`src/rtl/apuf_eval_ctrl.sv`:
```
// Evaluation controller for an arbiter-PUF switch chain: launches the chain N_EVAL times per
// challenge, samples the synchronised arbiter output each time and returns a majority vote.
//
// state  | meaning
// IDLE   | waiting for a challenge; req_ready high
// LAUNCH | launch high, chain settling; arbiter sampled on the last cycle
// CLEAR  | launch low, chain discharging before the next evaluation
// DONE   | response presented until resp_ready
module apuf_eval_ctrl #(
    parameter int N_STAGES = 64,
    parameter int N_EVAL   = 15,
    parameter int SETTLE   = 8,
    parameter int RST_WAIT = 8
) (
    input  logic                        clk,
    input  logic                        rst_n,
    input  logic                        req_valid,
    output logic                        req_ready,
    input  logic [N_STAGES-1:0]         req_chal,
    output logic [N_STAGES-1:0]         chal,
    output logic                        launch,
    input  logic                        arb_out,
    output logic                        resp_valid,
    input  logic                        resp_ready,
    output logic                        resp,
    output logic [$clog2(N_EVAL+1)-1:0] ones_cnt,
    output logic                        stable
);

    localparam int PH_MAX = (SETTLE > RST_WAIT) ? SETTLE : RST_WAIT;
    localparam int PH_W   = $clog2(PH_MAX + 1);
    localparam int CNT_W  = $clog2(N_EVAL + 1);

    typedef enum logic [1:0] {
        IDLE   = 2'd0,
        LAUNCH = 2'd1,
        CLEAR  = 2'd2,
        DONE   = 2'd3
    } state_t;

    state_t              state_q, state_d;
    logic                alive_q;
    logic [N_STAGES-1:0] chal_q, chal_d;
    logic                launch_q, launch_d;
    logic [PH_W-1:0]     phase_q, phase_d;
    logic [CNT_W-1:0]    eval_q, eval_d;
    logic [CNT_W-1:0]    ones_q, ones_d;
    logic                resp_q, resp_d;
    logic                stable_q, stable_d;
    logic                arb_s1_q, arb_s2_q;

    always_comb begin
        state_d  = state_q;
        chal_d   = chal_q;
        phase_d  = phase_q;
        eval_d   = eval_q;
        ones_d   = ones_q;
        resp_d   = resp_q;
        stable_d = stable_q;
        case (state_q)
            IDLE: begin
                if (alive_q && req_valid) begin
                    chal_d   = req_chal;
                    ones_d   = '0;
                    eval_d   = '0;
                    resp_d   = 1'b0;
                    stable_d = 1'b0;
                    phase_d  = PH_W'(SETTLE - 1);
                    state_d  = LAUNCH;
                end
            end
            LAUNCH: begin
                if (phase_q == '0) begin
                    if (ones_q != CNT_W'(N_EVAL))
                        ones_d = ones_q + CNT_W'(arb_s2_q);
                    phase_d = PH_W'(RST_WAIT - 1);
                    state_d = CLEAR;
                end else begin
                    phase_d = phase_q - PH_W'(1);
                end
            end
            CLEAR: begin
                if (phase_q == '0) begin
                    if (eval_q == CNT_W'(N_EVAL - 1)) begin
                        resp_d   = (ones_q > CNT_W'(N_EVAL / 2));
                        stable_d = (ones_q == '0) || (ones_q == CNT_W'(N_EVAL));
                        state_d  = DONE;
                    end else begin
                        eval_d  = eval_q + CNT_W'(1);
                        phase_d = PH_W'(SETTLE - 1);
                        state_d = LAUNCH;
                    end
                end else begin
                    phase_d = phase_q - PH_W'(1);
                end
            end
            DONE: begin
                if (resp_ready)
                    state_d = IDLE;
            end
            default: state_d = IDLE;
        endcase
        // launch is registered from the next state so it lines up exactly with LAUNCH cycles
        launch_d = (state_d == LAUNCH);
    end

    always_ff @(posedge clk or negedge rst_n) begin
        if (!rst_n) begin
            state_q  <= IDLE;
            alive_q  <= 1'b0;
            chal_q   <= '0;
            launch_q <= 1'b0;
            phase_q  <= '0;
            eval_q   <= '0;
            ones_q   <= '0;
            resp_q   <= 1'b0;
            stable_q <= 1'b0;
            arb_s1_q <= 1'b0;
            arb_s2_q <= 1'b0;
        end else begin
            state_q  <= state_d;
            alive_q  <= 1'b1;
            chal_q   <= chal_d;
            launch_q <= launch_d;
            phase_q  <= phase_d;
            eval_q   <= eval_d;
            ones_q   <= ones_d;
            resp_q   <= resp_d;
            stable_q <= stable_d;
            arb_s1_q <= arb_out;
            arb_s2_q <= arb_s1_q;
        end
    end

    assign req_ready  = alive_q && (state_q == IDLE);
    assign resp_valid = (state_q == DONE);
    assign chal       = chal_q;
    assign launch     = launch_q;
    assign resp       = resp_q;
    assign ones_cnt   = ones_q;
    assign stable     = stable_q;

endmodule

```
`config.mk`:
```
export PLATFORM = sky130hd
export DESIGN_NAME = apuf_eval_ctrl
export DESIGN_NICKNAME = d
export VERILOG_FILES = /design/src/rtl/apuf_eval_ctrl.sv
export SDC_FILE = /design/constraint.sdc
export NUM_CORES = 1
export LEC_CHECK = 0
export BUFFER_PORTS_ARGS = -buffer_cell sky130_fd_sc_hd__buf_2
export CAP_MARGIN = 5
export CORE_MARGIN = 3
export CORE_UTILIZATION = 52
export DETAILED_ROUTE_END_ITERATION = 6
export GPL_TIMING_DRIVEN = 1
export PLACE_DENSITY = 0.95
export SLEW_MARGIN = 25
export SYNTH_ARGS = -nofsm -noshare
export SYNTH_HDL_FRONTEND = slang
export SYNTH_SLANG_ARGS = --single-unit
```
`constraint.sdc`:
```
create_clock -name clk -period 3.35 [get_ports clk]
set_input_delay 0.1675 -clock clk [delete_from_list [all_inputs] [get_ports clk]]
set_output_delay 0.1675 -clock clk [all_outputs]
set_load 0.05 [all_outputs]
```
==> impl_metrics.py <==
metrics = {
    "status": {
        "status": "finished clean",
    },
    "detailed_routing": {
        "ant_nets": 0,
        "routed_wl_um": 9980,
        "drc_errors": 0,
        "num_vias": 2775,
        "drt-vias-per-instance": 5.76,
        "wl_per_cell_um": 20.7,
        "drt_iter0_markers": 160,
        "drtPass1Iterations": 4,
    },
    "worst_setup_path": {
        "r2r-start": "state_q[1]",
        "rr_worst_depth": 7,
        "regToRegSetupSlack_ps": 1220,
        "crit_start": "state_q[1]",
        "path_class": "reg2reg",
        "worst-path-buf-inv": 2,
        "arrival_ps": 2380,
        "cp_slowest_cell": "dfrtp_1",
        "crit_chain": "inv_1 > ha_1 > nand3_2 > buf_4 > nand2_1 > a22o_1 > a32o_1",
        "slowest_delay_ps": 400,
        "rr_endpoint": "phase_q[3]",
        "setup.worst_path.start_class": "flip-flop",
        "crit_family": "simple AND/OR/NAND/NOR gates",
        "crit_fanout": 20,
        "crit_path_end_kind": "flip-flop",
        "required_ps": 3600,
    },
    "global_routing": {
        "first_global_vias": 2937,
        "grtUsageTotal_pct": 26.2,
        "grt_pass1_wl_um": 15100,
        "antenna_found_initial": 0,
        "grt_max_degree": 85,
        "grt_overflow": 0,
    },
    "sta": {
        "setup_slack_ps": 1220,
        "finalCritPeriodShare_pct": 63.5,
        "fmax_mhz": 470,
        "slew_violations": 0,
        "worst_slew_pin_slew_ps": 744,
        "skew_ps": 14.6,
        "tns_ps": 0,
        "setup_viol": 0,
        "hold_violations": 0,
        "finalHoldWorstSlack_ps": 27.8,
        "max_slew_margin_pct": 50.4,
        "period_needed_ps": 2130,
        "rsz0062_at_grt": "false",
    },
    "clock_network": {
        "clock-sinks": 84,
        "cts_tree": "done",
        "cts_buffers": 9,
        "cts-root-buf": "clkbuf_8",
        "insertion_delay_ps": 370,
        "htreeDepth": 3,
        "cts.reportedPaths.clkPinSlew_ps": 100,
        "cts_buffer_depth": 2,
        "cts_setup_buffers": 0,
    },
    "floorplan": {
        "rows": 29,
        "io-pin-count": 142,
        "start_util_pct": 54.5,
        "chipWidth_um": 88.1,
        "die_area_um2": 7760,
        "die_h_um": 88.1,
        "core_um2": 6420,
    },
    "yosys": {
        "synth_edf_count": 0,
        "synthFlopType": "dfrtp_1",
        "ys_ff_latch": 84,
        "syn_nets": 332,
        "seq_area_frac_synth_pct": 60.0,
        "ys_warn_count": 0,
        "syn_area_per_cell_um2": 13.8,
        "synthesis.area_um2": 3500,
        "async_flop_share_pct": 100,
        "netlist_instances": 254,
        "synth.distinct_cells": 39,
    },
    "power_and_ir_drop": {
        "p_sw_mw": 2.81,
        "pwr-share-clk_pct": 14.2,
        "switching_share_pct": 52.3,
        "p_int_mw": 2.56,
        "cellLeakagePower_nw": 2.23,
        "p_seq_share_pct": 32.3,
        "ir_worst_vdd_mv": 0.982,
        "p_per_area_nw_per_um2": 1190,
        "comb_power_share_pct": 53.4,
    },
    "cells_and_area": {
        "fin_area_um2": 4510,
        "nNetsFinal": 478,
        "syn_to_final_growth_pct": 28.8,
        "diodes": 0,
        "utilization_pct": 70.2,
        "final_cell_mix": "buf_2 (140), dfrtp_1 (84), mux2_2 (64)",
        "drive_gt1_share_pct": 56.5,
        "final_common_cell": "buf_2",
    },
    "place": {
        "placement.io_buffers": 141,
        "place_area_um2": 4280,
        "gp_congestion": 0.782,
        "place_ws_ps": 1220,
        "dp_hpwl_um": 6410,
    },
    "hold_path": {
        "min_path_type": "in2reg",
        "hold_end": "chal[23]",
        "whs_path_depth": 2,
        "hp-start": "req_chal[23]",
    },
    "flow_run": {
        "maxCapViolCount": 0,
    },
}
## state kept, by name, indices dropped and copies added, names as in the netlist
| register | flops |
|---|---|
| state_q | 2 |
| ones_cnt | 4 |
| arb_s1_q | 1 |
| alive_q | 1 |
| chal | 64 |
| resp | 1 |
| launch | 1 |
| eval_q | 4 |
| phase_q | 4 |
| stable | 1 |
| arb_s2_q | 1 |
## synthesized netlist by cell type (2+ instances only)
master / number / area share [%]
dfrtp_1: 84 / 60
mux2_2: 64 / 21
o21ai_0: 14 / 2.0
nand2_1: 10 / 1.1
ha_1: 9 / 3.2
buf_2: 7 / 1.0
nor2_1: 7 / 0.75
a21oi_1: 6 / 0.86
inv_1: 6 / 0.64
nand4_1: 5 / 0.89
or3_1: 5 / 0.89
clkbuf_1: 4 / 0.43
o31ai_1: 3 / 0.64
a31oi_1: 2 / 0.36
nand2b_1: 2 / 0.36
nor2b_1: 2 / 0.36
o221ai_1: 2 / 0.50
## how the worst max path moves through the flow
stage	end	slack [ps]	depth (start not counted)
2_1_floorplan	resp	1630	6
3_3_place_gp	phase_q[2]	1320	7
3_5_place_dp	phase_q[2]	1220	7
6_report	phase_q[3]	1220	7
5_1_grt	phase_q[0]	1010	6
4_1_cts	phase_q[2]	1220	7
## layer usage
| metal | wire length (µm) | track usage, % | vias to the layer above |
|---|---|---|---|
| met3 | 920 | 8.47 | 38 |
| met5 | 0 | 0 | - |
| met1 | 3360 | 28.3 | 1381 |
| li1 | - | - | 1198 |
| met4 | 408 | 14.4 | 0 |
| met2 | 5300 | 45.5 | 158 |
## power by group through the flow
stage	Clock, mW	Combinational, mW	Sequential [mW]
2_1_floorplan	0	0.672	3.16
3_3_place_gp	0	2.75	1.69
3_5_place_dp	0	2.83	1.71
4_1_cts	0.765	2.86	1.71
5_1_grt	0.809	2.99	1.78
6_report	0.764	2.87	1.74
## repair_timing
item	in CTS	in global routing
endpoints found under the hold margin	1	84
gates resized for setup	0	0
hold buffers	1	1
## area by class of cell
cell class                      instances  area, µm²
Clock buffer                            9        124
Clock inverter                          7       82.6
Fill cell                             399       1910
Inverter                                6       22.5
Multi-Input combinational cell        153       1330
Sequential cell                        84       2100
Tap cell                               77       96.3
Timing Repair Buffer                  146        754
## logic make-up (layout without fill, tap and decap cells)
group,after synthesis,in the layout,synth area share (%)
AO/OA/AOI/OAI,40,40,7.75
other,1,1,0.107
adder cells (fa/ha/maj),9,9,3.22
AND/OR/NAND/NOR,39,39,6.25
flip-flops,84,84,60.0
multiplexers,64,64,20.6
buffers and inverters,17,168,2.07
## stage by stage
step / std cells / power (mW)
after CTS: 481 / 5.34
after global routing: 482 / 5.58
after floorplan: 254 / 3.83
final: 482 / 5.37
after detailed placement: 464 / 4.54
after global placement: 464 / 4.44
No activity file was read; power rests on OpenSTA's default activity.
